==> src/rtl/dcache_flush_unit_pkg.sv <==
// Shared constants and types for the DCache flush unit.
// Default geometry matches the production DCache; instances may override it.
package dcache_flush_unit_pkg;

  localparam int unsigned DCACHE_SETS   = 256;
  localparam int unsigned DCACHE_WAYS   = 4;
  localparam int unsigned DCACHE_TAG_W  = 44;
  localparam int unsigned DCACHE_LINE_W = 128;

  localparam int unsigned DCACHE_IDX_W  = $clog2(DCACHE_SETS);
  localparam int unsigned DCACHE_OFF_W  = $clog2(DCACHE_LINE_W / 8);
  localparam int unsigned DCACHE_ADDR_W = DCACHE_TAG_W + DCACHE_IDX_W + DCACHE_OFF_W;

  // Writeback request for the default cache geometry.
  typedef struct packed {
    logic [DCACHE_ADDR_W-1:0] addr;
    logic [DCACHE_LINE_W-1:0] data;
  } dcache_wb_req_t;

  // Way counter width; a direct-mapped cache still needs one bit.
  function automatic int unsigned way_width(input int unsigned nr_ways);
    return (nr_ways > 1) ? $clog2(nr_ways) : 1;
  endfunction

endpackage

==> src/rtl/dcache_flush_unit_if.sv <==
// Bus bundle between the flush unit and its environment (flush controller,
// DCache tag/data array, writeback path to memory).
// master: the flush unit.  slave: controller/array/memory side.
interface dcache_flush_unit_if
  import dcache_flush_unit_pkg::*;
#(
  parameter int unsigned NR_SETS = DCACHE_SETS,
  parameter int unsigned NR_WAYS = DCACHE_WAYS,
  parameter int unsigned TAG_W   = DCACHE_TAG_W,
  parameter int unsigned LINE_W  = DCACHE_LINE_W
) ();

  localparam int unsigned IDX_W  = $clog2(NR_SETS);
  localparam int unsigned OFF_W  = $clog2(LINE_W / 8);
  localparam int unsigned ADDR_W = TAG_W + IDX_W + OFF_W;

  // flush controller
  logic              flush_i;
  logic              flush_ack_o;
  logic              busy_o;
  // tag/data array
  logic              arr_req_o;
  logic              arr_gnt_i;
  logic              arr_we_o;
  logic [IDX_W-1:0]  arr_idx_o;
  logic [NR_WAYS-1:0] arr_way_o;
  logic              arr_rvalid_i;
  logic              arr_valid_i;
  logic              arr_dirty_i;
  logic [TAG_W-1:0]  arr_tag_i;
  logic [LINE_W-1:0] arr_data_i;
  // writeback
  logic              wb_valid_o;
  logic              wb_ready_i;
  logic [ADDR_W-1:0] wb_addr_o;
  logic [LINE_W-1:0] wb_data_o;
  logic              wb_done_i;
  // statistics
  logic [31:0]       flush_wb_cnt_o;

  modport master (
    input  flush_i, arr_gnt_i, arr_rvalid_i, arr_valid_i, arr_dirty_i,
           arr_tag_i, arr_data_i, wb_ready_i, wb_done_i,
    output flush_ack_o, busy_o, arr_req_o, arr_we_o, arr_idx_o, arr_way_o,
           wb_valid_o, wb_addr_o, wb_data_o, flush_wb_cnt_o
  );

  modport slave (
    output flush_i, arr_gnt_i, arr_rvalid_i, arr_valid_i, arr_dirty_i,
           arr_tag_i, arr_data_i, wb_ready_i, wb_done_i,
    input  flush_ack_o, busy_o, arr_req_o, arr_we_o, arr_idx_o, arr_way_o,
           wb_valid_o, wb_addr_o, wb_data_o, flush_wb_cnt_o
  );

endinterface

==> src/rtl/dcache_flush_unit_index_cnt.sv <==
// flush_index_cnt: set/way walk counter for the flush unit.
// Way is the inner loop, set the outer loop; last_o flags the final line.
module flush_index_cnt
  import dcache_flush_unit_pkg::*;
#(
  parameter int unsigned NR_SETS = DCACHE_SETS,
  parameter int unsigned NR_WAYS = DCACHE_WAYS
) (
  input  logic                       clk_i,
  input  logic                       rst_i,
  input  logic                       clr_i,
  input  logic                       adv_i,
  output logic [$clog2(NR_SETS)-1:0] idx_o,
  output logic [NR_WAYS-1:0]         way_oh_o,
  output logic                       last_o
);

  localparam int unsigned IDX_W = $clog2(NR_SETS);
  localparam int unsigned WAY_W = way_width(NR_WAYS);
  localparam logic [IDX_W-1:0] IDX_LAST = IDX_W'(NR_SETS - 1);
  localparam logic [WAY_W-1:0] WAY_LAST = WAY_W'(NR_WAYS - 1);

  logic [IDX_W-1:0] idx_reg;
  logic [WAY_W-1:0] way_reg;
  logic             way_last;

  assign way_last = (way_reg == WAY_LAST);
  assign last_o   = way_last && (idx_reg == IDX_LAST);
  assign idx_o    = idx_reg;

  // Step to the next way, rolling over into the next set; wraps after the last line.
  always_ff @(posedge clk_i or posedge rst_i) begin
    if (rst_i) begin
      idx_reg <= '0;
      way_reg <= '0;
    end else if (clr_i) begin
      idx_reg <= '0;
      way_reg <= '0;
    end else if (adv_i) begin
      if (way_last) begin
        way_reg <= '0;
        idx_reg <= idx_reg + 1'b1;
      end else begin
        way_reg <= way_reg + 1'b1;
      end
    end
  end

  for (genvar gi = 0; gi < NR_WAYS; gi++) begin : g_way_oh
    assign way_oh_o[gi] = (way_reg == WAY_W'(gi));
  end

endmodule

==> src/rtl/dcache_flush_unit.sv <==
// dcache_flush_unit: walks every set/way of the DCache, writes back
// valid+dirty lines, invalidates valid lines and pulses flush_ack_o once.
// Optional feature macro: DCACHE_FLUSH_PERF_EN (cumulative writeback counter
// on flush_wb_cnt_o; tied to zero when undefined).
module dcache_flush_unit
  import dcache_flush_unit_pkg::*;
#(
  parameter int unsigned NR_SETS = DCACHE_SETS,
  parameter int unsigned NR_WAYS = DCACHE_WAYS,
  parameter int unsigned TAG_W   = DCACHE_TAG_W,
  parameter int unsigned LINE_W  = DCACHE_LINE_W
) (
  input  logic               clk_i,
  input  logic               rst_i,
  dcache_flush_unit_if.master bus
);

  localparam int unsigned IDX_W  = $clog2(NR_SETS);
  localparam int unsigned OFF_W  = $clog2(LINE_W / 8);
  localparam int unsigned ADDR_W = TAG_W + IDX_W + OFF_W;

  typedef enum logic [2:0] {
    IDLE, RD_REQ, RD_WAIT, WB_REQ, WB_WAIT, INV, DONE
  } state_e;

  typedef struct packed {
    logic [ADDR_W-1:0] addr;
    logic [LINE_W-1:0] data;
  } wb_req_t;

  state_e            state_reg, state_next;
  logic              armed_reg;
  logic [TAG_W-1:0]  tag_reg;
  logic [LINE_W-1:0] data_reg;

  logic              cnt_clr, cnt_adv, cnt_last;
  logic [IDX_W-1:0]  cnt_idx;
  logic [NR_WAYS-1:0] cnt_way_oh;
  logic              line_latch;
  logic              arr_req, arr_we, wb_valid, flush_ack;
  wb_req_t           wb_req;

  flush_index_cnt #(
    .NR_SETS (NR_SETS),
    .NR_WAYS (NR_WAYS)
  ) u_index_cnt (
    .clk_i    (clk_i),
    .rst_i    (rst_i),
    .clr_i    (cnt_clr),
    .adv_i    (cnt_adv),
    .idx_o    (cnt_idx),
    .way_oh_o (cnt_way_oh),
    .last_o   (cnt_last)
  );

  // State register.
  always_ff @(posedge clk_i or posedge rst_i) begin
    if (rst_i) state_reg <= IDLE;
    else       state_reg <= state_next;
  end

  // Re-arm whenever the request is low so the controller's lagging request
  // after an ack cannot start a second walk; disarm once a walk completes.
  always_ff @(posedge clk_i or posedge rst_i) begin
    if (rst_i)                  armed_reg <= 1'b1;
    else if (!bus.flush_i)      armed_reg <= 1'b1;
    else if (state_reg == DONE) armed_reg <= 1'b0;
  end

  // Capture the line returned by the array read for a possible writeback.
  always_ff @(posedge clk_i or posedge rst_i) begin
    if (rst_i) begin
      tag_reg  <= '0;
      data_reg <= '0;
    end else if (line_latch) begin
      tag_reg  <= bus.arr_tag_i;
      data_reg <= bus.arr_data_i;
    end
  end

  // Next-state and per-state strobes.
  always_comb begin
    state_next = state_reg;
    cnt_clr    = 1'b0;
    cnt_adv    = 1'b0;
    line_latch = 1'b0;
    arr_req    = 1'b0;
    arr_we     = 1'b0;
    wb_valid   = 1'b0;
    flush_ack  = 1'b0;
    unique case (state_reg)
      IDLE: begin
        if (bus.flush_i && armed_reg) state_next = RD_REQ;
      end
      RD_REQ: begin
        arr_req = 1'b1;
        if (bus.arr_gnt_i) state_next = RD_WAIT;
      end
      RD_WAIT: begin
        if (bus.arr_rvalid_i) begin
          line_latch = 1'b1;
          if (bus.arr_valid_i && bus.arr_dirty_i) begin
            state_next = WB_REQ;
          end else if (bus.arr_valid_i) begin
            state_next = INV;
          end else begin
            cnt_adv    = 1'b1;
            state_next = cnt_last ? DONE : RD_REQ;
          end
        end
      end
      WB_REQ: begin
        wb_valid = 1'b1;
        if (bus.wb_ready_i) state_next = WB_WAIT;
      end
      WB_WAIT: begin
        if (bus.wb_done_i) state_next = INV;
      end
      INV: begin
        arr_req = 1'b1;
        arr_we  = 1'b1;
        if (bus.arr_gnt_i) begin
          cnt_adv    = 1'b1;
          state_next = cnt_last ? DONE : RD_REQ;
        end
      end
      DONE: begin
        flush_ack  = 1'b1;
        cnt_clr    = 1'b1;
        state_next = IDLE;
      end
      default: state_next = IDLE;
    endcase
  end

  assign wb_req.addr = {tag_reg, cnt_idx, {OFF_W{1'b0}}};
  assign wb_req.data = data_reg;

  // Address/way/data are zeroed when not requested so idle outputs are quiet.
  assign bus.flush_ack_o = flush_ack;
  assign bus.busy_o      = (state_reg != IDLE);
  assign bus.arr_req_o   = arr_req;
  assign bus.arr_we_o    = arr_we;
  assign bus.arr_idx_o   = arr_req ? cnt_idx : '0;
  assign bus.arr_way_o   = arr_req ? cnt_way_oh : '0;
  assign bus.wb_valid_o  = wb_valid;
  assign bus.wb_addr_o   = wb_valid ? wb_req.addr : '0;
  assign bus.wb_data_o   = wb_valid ? wb_req.data : '0;

`ifdef DCACHE_FLUSH_PERF_EN
  logic [31:0] wb_cnt_reg;

  // Count accepted writebacks since reset, saturating at all-ones.
  always_ff @(posedge clk_i or posedge rst_i) begin
    if (rst_i) begin
      wb_cnt_reg <= '0;
    end else if (wb_valid && bus.wb_ready_i && (wb_cnt_reg != 32'hFFFF_FFFF)) begin
      wb_cnt_reg <= wb_cnt_reg + 32'd1;
    end
  end

  assign bus.flush_wb_cnt_o = wb_cnt_reg;
`else
  assign bus.flush_wb_cnt_o = 32'h0;
`endif

endmodule
==> src/flat_wrapper.sv <==
// flat-port wrapper written by rule: the top's interface ports become plain ports
module dcache_flush_unit_flat import dcache_flush_unit_pkg::*;
#(
  parameter int unsigned NR_SETS = DCACHE_SETS,
  parameter int unsigned NR_WAYS = DCACHE_WAYS,
  parameter int unsigned TAG_W   = DCACHE_TAG_W,
  parameter int unsigned LINE_W  = DCACHE_LINE_W
)
  (clk_i, rst_i, bus_flush_i, bus_arr_gnt_i, bus_arr_rvalid_i, bus_arr_valid_i, bus_arr_dirty_i, bus_arr_tag_i, bus_arr_data_i, bus_wb_ready_i, bus_wb_done_i, bus_flush_ack_o, bus_busy_o, bus_arr_req_o, bus_arr_we_o, bus_arr_idx_o, bus_arr_way_o, bus_wb_valid_o, bus_wb_addr_o, bus_wb_data_o, bus_flush_wb_cnt_o);
  dcache_flush_unit_if #(.NR_SETS(NR_SETS), .NR_WAYS(NR_WAYS), .TAG_W(TAG_W), .LINE_W(LINE_W)) bus_i ();
  input  logic clk_i;
  input  logic rst_i;
  input wire logic [$bits(bus_i.flush_i)-1:0] bus_flush_i;
  input wire logic [$bits(bus_i.arr_gnt_i)-1:0] bus_arr_gnt_i;
  input wire logic [$bits(bus_i.arr_rvalid_i)-1:0] bus_arr_rvalid_i;
  input wire logic [$bits(bus_i.arr_valid_i)-1:0] bus_arr_valid_i;
  input wire logic [$bits(bus_i.arr_dirty_i)-1:0] bus_arr_dirty_i;
  input wire logic [$bits(bus_i.arr_tag_i)-1:0] bus_arr_tag_i;
  input wire logic [$bits(bus_i.arr_data_i)-1:0] bus_arr_data_i;
  input wire logic [$bits(bus_i.wb_ready_i)-1:0] bus_wb_ready_i;
  input wire logic [$bits(bus_i.wb_done_i)-1:0] bus_wb_done_i;
  output wire logic [$bits(bus_i.flush_ack_o)-1:0] bus_flush_ack_o;
  output wire logic [$bits(bus_i.busy_o)-1:0] bus_busy_o;
  output wire logic [$bits(bus_i.arr_req_o)-1:0] bus_arr_req_o;
  output wire logic [$bits(bus_i.arr_we_o)-1:0] bus_arr_we_o;
  output wire logic [$bits(bus_i.arr_idx_o)-1:0] bus_arr_idx_o;
  output wire logic [$bits(bus_i.arr_way_o)-1:0] bus_arr_way_o;
  output wire logic [$bits(bus_i.wb_valid_o)-1:0] bus_wb_valid_o;
  output wire logic [$bits(bus_i.wb_addr_o)-1:0] bus_wb_addr_o;
  output wire logic [$bits(bus_i.wb_data_o)-1:0] bus_wb_data_o;
  output wire logic [$bits(bus_i.flush_wb_cnt_o)-1:0] bus_flush_wb_cnt_o;
  assign bus_i.flush_i = bus_flush_i;
  assign bus_i.arr_gnt_i = bus_arr_gnt_i;
  assign bus_i.arr_rvalid_i = bus_arr_rvalid_i;
  assign bus_i.arr_valid_i = bus_arr_valid_i;
  assign bus_i.arr_dirty_i = bus_arr_dirty_i;
  assign bus_i.arr_tag_i = bus_arr_tag_i;
  assign bus_i.arr_data_i = bus_arr_data_i;
  assign bus_i.wb_ready_i = bus_wb_ready_i;
  assign bus_i.wb_done_i = bus_wb_done_i;
  assign bus_flush_ack_o = bus_i.flush_ack_o;
  assign bus_busy_o = bus_i.busy_o;
  assign bus_arr_req_o = bus_i.arr_req_o;
  assign bus_arr_we_o = bus_i.arr_we_o;
  assign bus_arr_idx_o = bus_i.arr_idx_o;
  assign bus_arr_way_o = bus_i.arr_way_o;
  assign bus_wb_valid_o = bus_i.wb_valid_o;
  assign bus_wb_addr_o = bus_i.wb_addr_o;
  assign bus_wb_data_o = bus_i.wb_data_o;
  assign bus_flush_wb_cnt_o = bus_i.flush_wb_cnt_o;
  dcache_flush_unit #(.NR_SETS(NR_SETS), .NR_WAYS(NR_WAYS), .TAG_W(TAG_W), .LINE_W(LINE_W)) u_core (.clk_i(clk_i), .rst_i(rst_i), .bus(bus_i));
endmodule
==> config.mk <==
export PLATFORM = sky130hd
export DESIGN_NAME = dcache_flush_unit_flat
export DESIGN_NICKNAME = d
export VERILOG_FILES = /design/src/rtl/dcache_flush_unit_pkg.sv /design/src/rtl/dcache_flush_unit_if.sv /design/src/rtl/dcache_flush_unit_index_cnt.sv /design/src/rtl/dcache_flush_unit.sv /design/src/flat_wrapper.sv
export SDC_FILE = /design/constraint.sdc
export NUM_CORES = 1
export LEC_CHECK = 0
export ABC_AREA = 1
export CAP_MARGIN = 20
export CORE_AREA = 2 2 161 163
export DETAILED_ROUTE_END_ITERATION = 10
export DIE_AREA = 0 0 163 165
export GPL_TIMING_DRIVEN = 0
export PLACE_DENSITY = 0.8
export SYNTH_ARGS = -nofsm -noshare
export SYNTH_HDL_FRONTEND = slang
export SYNTH_SLANG_ARGS = --single-unit
==> constraint.sdc <==
create_clock -name clk_i -period 19.5 [get_ports clk_i]
set_input_delay 5.85 -clock clk_i [delete_from_list [all_inputs] [get_ports clk_i]]
set_output_delay 5.85 -clock clk_i [all_outputs]
set_load 0.005 [all_outputs]
======== Word-level counts from Yosys, hierarchy flattened ========
Index checks and enable logic that the tools add are counted.
W data, S select, Z words.
storage, ports and cells
  flip-flop bits (word level) ............. 186
operators by class
  add/subtract/negate cells ............... 2
  equality and inequality tests ........... 17
  multiplexer cells ....................... 33
  reductions and logical operators ........ 11
operators by type and width
  cell                   count
  $mux W128              1
  $mux W56               1
  $mux W8                4
  $mux W3                9
  $pmux W3 S6            1
  $mux W1                12
  $ne A2 B2 Y1 const B   5
  $eq A3 B3 Y1 const B   3
  $add A8 B1 Y8 const B  1
  $eq A8 B8 Y1 const B   1
  $eq A3 B2 Y1 const B   2
  $mux W2                3
  $reduce_and A6 Y1      1
  $eq A2 B2 Y1 const B   2
  $mux W4                1
  $ne A2 B1 Y1 const B   2
  $reduce_bool A2 Y1     2
  $eq A3 B1 Y1 const B   1
  $logic_and A1 B1 Y1    3
  $logic_not A3 Y1       1
  $reduce_bool A3 Y1     1
  $add A2 B1 Y2 const B  1
  $eq A2 B1 Y1 const B   1
  $logic_not A2 Y1       1
  3 further kinds        3

======== Longest topological paths before layout ========
  depth in word-level cells ............... 7
  gate-level depth with buffers ........... 9
  depth with buffers taken out ............ 9

======== Modules after synthesis ========
A second synthesis with hierarchy kept.
second synthesis, totals
  cells, all modules ...................... 1130
  area, all modules ....................... 8814.7 µm²
modules (own cells, without submodules)
  module             instances  cells an instance  area an instance (µm²)
  dcache_flush_unit  1          1056               8205.4
  flush_index_cnt    1          74                 609.3

======== Least setup slack after synthesis ========
OpenSTA, ideal clock, no wires.
  path type ............................... register to output
  from .................................... reg u_core.state_reg[2]
  to ...................................... out bus_wb_addr_o[10]
  arrival time ............................ 1.259 ns
  slack ................................... 12.391 ns
  cell stages (with the launch flop) ...... 8
  cell sequence ........................... dfrtp_1 inv_2 nand2_1 nor2_2 inv_2 buf_2 buf_2 nor2_1
on the way
  longest elaborated chain between the ends .. 3
RTL lines
  item                      RTL line                  text
  from (decl)               dcache_flush_unit.sv:31   state_e state_reg, state_next;
  from (signal assigned)    dcache_flush_unit.sv:59   else state_reg <= state_next;
  $eq A3 B2 Y1              dcache_flush_unit.sv:91   unique case (state_reg)
  $mux W1                   dcache_flush_unit.sv:91
  named net bus_wb_valid_o  flat_wrapper.sv:28        output wire logic [$bits(bus_i.wb_valid_o)-1:0] bus_wb_valid_o;
  $mux W56                  dcache_flush_unit.sv:147  assign bus.wb_addr_o = wb_valid ? wb_req.addr : '0;
  to (decl)                 flat_wrapper.sv:29        output wire logic [$bits(bus_i.wb_addr_o)-1:0] bus_wb_addr_o;
The timed path passes the listed nets, and every way through them passes these cells.

======== Final worst setup path ========
  from .................................... reg u_core.state_reg[2]
  to ...................................... out bus_wb_data_o[123]
on the way
  longest elaborated chain between the ends .. 3
RTL lines
  item          RTL line                  text
  $eq A3 B2 Y1  dcache_flush_unit.sv:91
  $mux W1       dcache_flush_unit.sv:91
  $mux W128     dcache_flush_unit.sv:148  assign bus.wb_data_o = wb_valid ? wb_req.data : '0;
  to (decl)     flat_wrapper.sv:30        output wire logic [$bits(bus_i.wb_data_o)-1:0] bus_wb_data_o;
Every way passes these cells.

==> summary.md <==
| Metric | Value |
|---|---|
| DR pass1 iterations | 5 |
| Crit path from | u_core.state_reg[2]$_DFFE_PP0P_ |
| First-pass GRT wire length | 43.70 mm |
| Die Footprint | 0.02690 mm^2 |
| Cell with the most instances after synthesis | nor2_1 |
| # Max-Cap Violations | 0 |
| Commonest register cell after synthesis | dfrtp_1 |
| Worst slew pin tran | 0.6413 ns |
| Met3 WL post-DR | 1.883 mm |
| GR Util All Layers | 20.88% |
| Total core area | 0.02504 mm^2 |
| Post-Route WL | 29.01 mm |
| Fillers | 2290 |
| Worst-case reg-to-reg path depth | 8 |
| CTS clk-pin slew, worst paths | 0.07 ns |
| Routed wire per std cell | 15.21 um |
| Routed length on met1 | 11.93 mm |
| Max-slew headroom | 57.24% |
| CP top delay family | buffers and inverters |
| NumNets Final | 1750 |
| #FFs+latches synth | 186 |
| Congestion Overflow GR | 0 |
| Syn Inst Count | 1132 |
| Tcrit/Tclk final | 43.92% |
| Seq/Total Area, Yosys | 52.55% |
| Post-synth ARST share | 100.0% |
| ANT nets after route | 0 |
| Min-Delay Path Class | flop to flop |
| Highest routed layer | met4 |
| Levels on crit path | 8 |
| Placement Setup Slack | 11.35 ns |
| Setup TNS | 0 ns |
| Status | completed |
| Largest register FFs | 128 |
| H-tree levels | 4 |
| CP Data Required Time | 13.65 ns |
| Reg-to-reg startpoint | u_core.state_reg[2]$_DFFE_PP0P_ |
| Worst-path fanout max | 10 |
| Setup Buffers After CTS | 0 |
| Vias | 8575 |
| Startpoint Class | flop |
| F_max | 0.1168 GHz |
| Die width | 163 um |
| Root Driver | clkbuf_16 |
| Placer Congestion | 0.8420 |
| ANT cells | 0 |
| Largest net degree at the start of global routing | 102 |
| Post_cts resized | 0 |
| Critical Path Max Stage Delay | 0.49 ns |
| Synth warn | 0 |
| Fin crit period | 8.564 ns |
| RSZ-0062 raised after global routing | no |
| Bufs and invs on worst path | 5 |
| Slew Limit Fails | 0 |
| Share of cells above drive strength 1 | 8.370% |
| Post-synth EDFFs | 0 |
| Worst skew pair latency | 0.42 ns |
| Util after Layout | 55.10% |
| Detailed-route vias per instance | 4.497 |
| # setup viols final | 0 |
| Critical Path AT | 2.71 ns |
| Static Leak | 0.006952 uW |
| Starting Density | 35.39% |
| Initial antenna violation count | 0 |
| Crit-path cells | inv_2 -> nand2_1 -> nor2_2 -> inv_2 -> buf_2 -> buf_2 -> nor2_1 -> clkdlybuf4s50_1 |
| Vias in the first global route | 8452 |
| Mapped cell area | 0.008860 mm^2 |
| Critical Path Sink | bus_wb_data_o[123] |
| Clk_skew | 0.01054 ns |
| Commonest cells post-synth | 375 x nor2_1, 196 x inv_1, 185 x dfrtp_1, 173 x a21oi_1, 55 x nand2_1 |
| Critical path capture point type | output pin |
| Yosys top cell area share | 52.25% |
| # rows | 58 |
| R2R Path End | u_core.data_reg[114]$_DFFE_PP0P_ |
| Num CTS Buffers | 17 |
| Slack of the critical path | 10.94 ns |
| Clk buf depth | 2 |
| Initial DRC Count | 536 |
| Slowest CP cell | dfrtp_1 |
| DRC viols | 0 |
| Syn_area_per_cell | 7.827 um^2 |
| R2R setup slack | 17.70 ns |
| Cell Pwr Density | 116.9 mW/mm^2 |
| # hold bufs at CTS | 0 |
| Syn-to-layout area delta | 55.71% |
| Io pins | 414 |
| I/O Buffers | 377 |
| Die extent in y | 165 um |
| VDD IR-drop max | 0.00005688 V |
| Critical path class | flop to output pin |
| Hold Vio Cnt, Final | 0 |
| Largest area contributor in the netlist | dfrtp_1 |
| Met2 wire length | 14.32 mm |
| Sink Count | 186 |
| CTS tree | yes |
| Area contributors post-synth | dfrtp_1 52%, nor2_1 16%, a21oi_1 9.8%, inv_1 8.3%, buf_4 3.1% |
| Synth unique cells | 24 |
| DP Wirelength | 22.15 mm |
-- power by group --
part | switching [uW] | total [uW] | internal (uW)
registers | 47.9 | 597 | 549
clock network | 166 | 343 | 177
logic | 355 | 673 | 318
-- worst min-delay path by stage --
stage / endpoint / cells past startpoint / slack, ns / start
after floorplan: u_core.armed_reg$_DFFE_PP1P_ / 2 / 0.44 / u_core.armed_reg$_DFFE_PP1P_
after detailed placement: u_core.armed_reg$_DFFE_PP1P_ / 2 / 0.47 / u_core.armed_reg$_DFFE_PP1P_
after global placement: u_core.armed_reg$_DFFE_PP1P_ / 2 / 0.45 / u_core.armed_reg$_DFFE_PP1P_
after global routing: u_core.armed_reg$_DFFE_PP1P_ / 2 / 0.49 / u_core.armed_reg$_DFFE_PP1P_
final: u_core.armed_reg$_DFFE_PP1P_ / 2 / 0.47 / u_core.armed_reg$_DFFE_PP1P_
after CTS: u_core.armed_reg$_DFFE_PP1P_ / 2 / 0.48 / u_core.armed_reg$_DFFE_PP1P_
-- worst reg2reg max path, stage by stage (launching register included) --
cell,delay [ns]
dfrtp_1,0.49
inv_2,0.07
nand2_1,0.13
nor2_4,0.06
nand2_1,0.09
buf_2,0.31
buf_6,0.27
buf_6,0.19
a21oi_1,0.09
-- per-layer routing --
metal | vias up | global-route usage [%]
met5 | - | 0
met4 | 0 | 8.005
met3 | 53 | 4.771
met2 | 330 | 35.98
met1 | 4015 | 25.51
li1 | 4177 | -
-- cell type report --
| cell class | instances | area (um^2) | share of cell area (%) |
|---|---|---|---|
| Buffer | 96 | 674.4 | 4.888 |
| Multi-Input combinational cell | 685 | 2910 | 21.10 |
| Timing Repair Buffer | 378 | 3801 | 27.55 |
| Tap cell | 330 | 412.9 | 2.993 |
| Clock inverter | 13 | 130.1 | 0.9432 |
| Sequential cell | 186 | 4656 | 33.75 |
| Clock buffer | 19 | 452.9 | 3.283 |
| Inverter | 200 | 758.2 | 5.496 |
-- through the flow --
stage / instance area (um^2) / power (uW) / hold slack [ns] / instances
floorplan: 8991 / 943.4 / 0.4426 / 1167
global placement: 13180 / 1254 / 0.4542 / 1874
detailed placement: 13210 / 1280 / 0.4679 / 1875
CTS: 13800 / 1626 / 0.4794 / 1907
global route: 13800 / 1729 / 0.4890 / 1907
finish: 13800 / 1613 / 0.4710 / 1907
-- placed cells by master, fill, tap and decap left out, types with 4 or more instances in the layout --
cell	count
clkdlybuf4s50_1	377
nor2_1	375
inv_1	195
dfrtp_1	185
a21oi_1	173
nand2_1	55
buf_4	37
conb_1	36
buf_2	32
buf_6	18
nand3_1	18
clkbuf_16	17
clkbuf_1	9
o21ai_1	7
clkinv_4	6
o21ai_0	5
inv_8	5
ha_1	5
inv_2	4
-- kinds of logic (layout without fill, tap and decap cells) --
group                      count (synthesis)  in the layout  synth area share (%)
AOI/OAI and AO/OA                        186            186                 10.52
xor gates and xnor gates                   1              1               0.09887
adders and majority gates                  5              5                0.7061
buffers and inverters                    296            706                 16.09
DFF                                      186            186                 52.55
other                                      1             36               0.04233
and+or+nand+nor                          457            457                 20.00
Power figures use the tool's default switching activity.
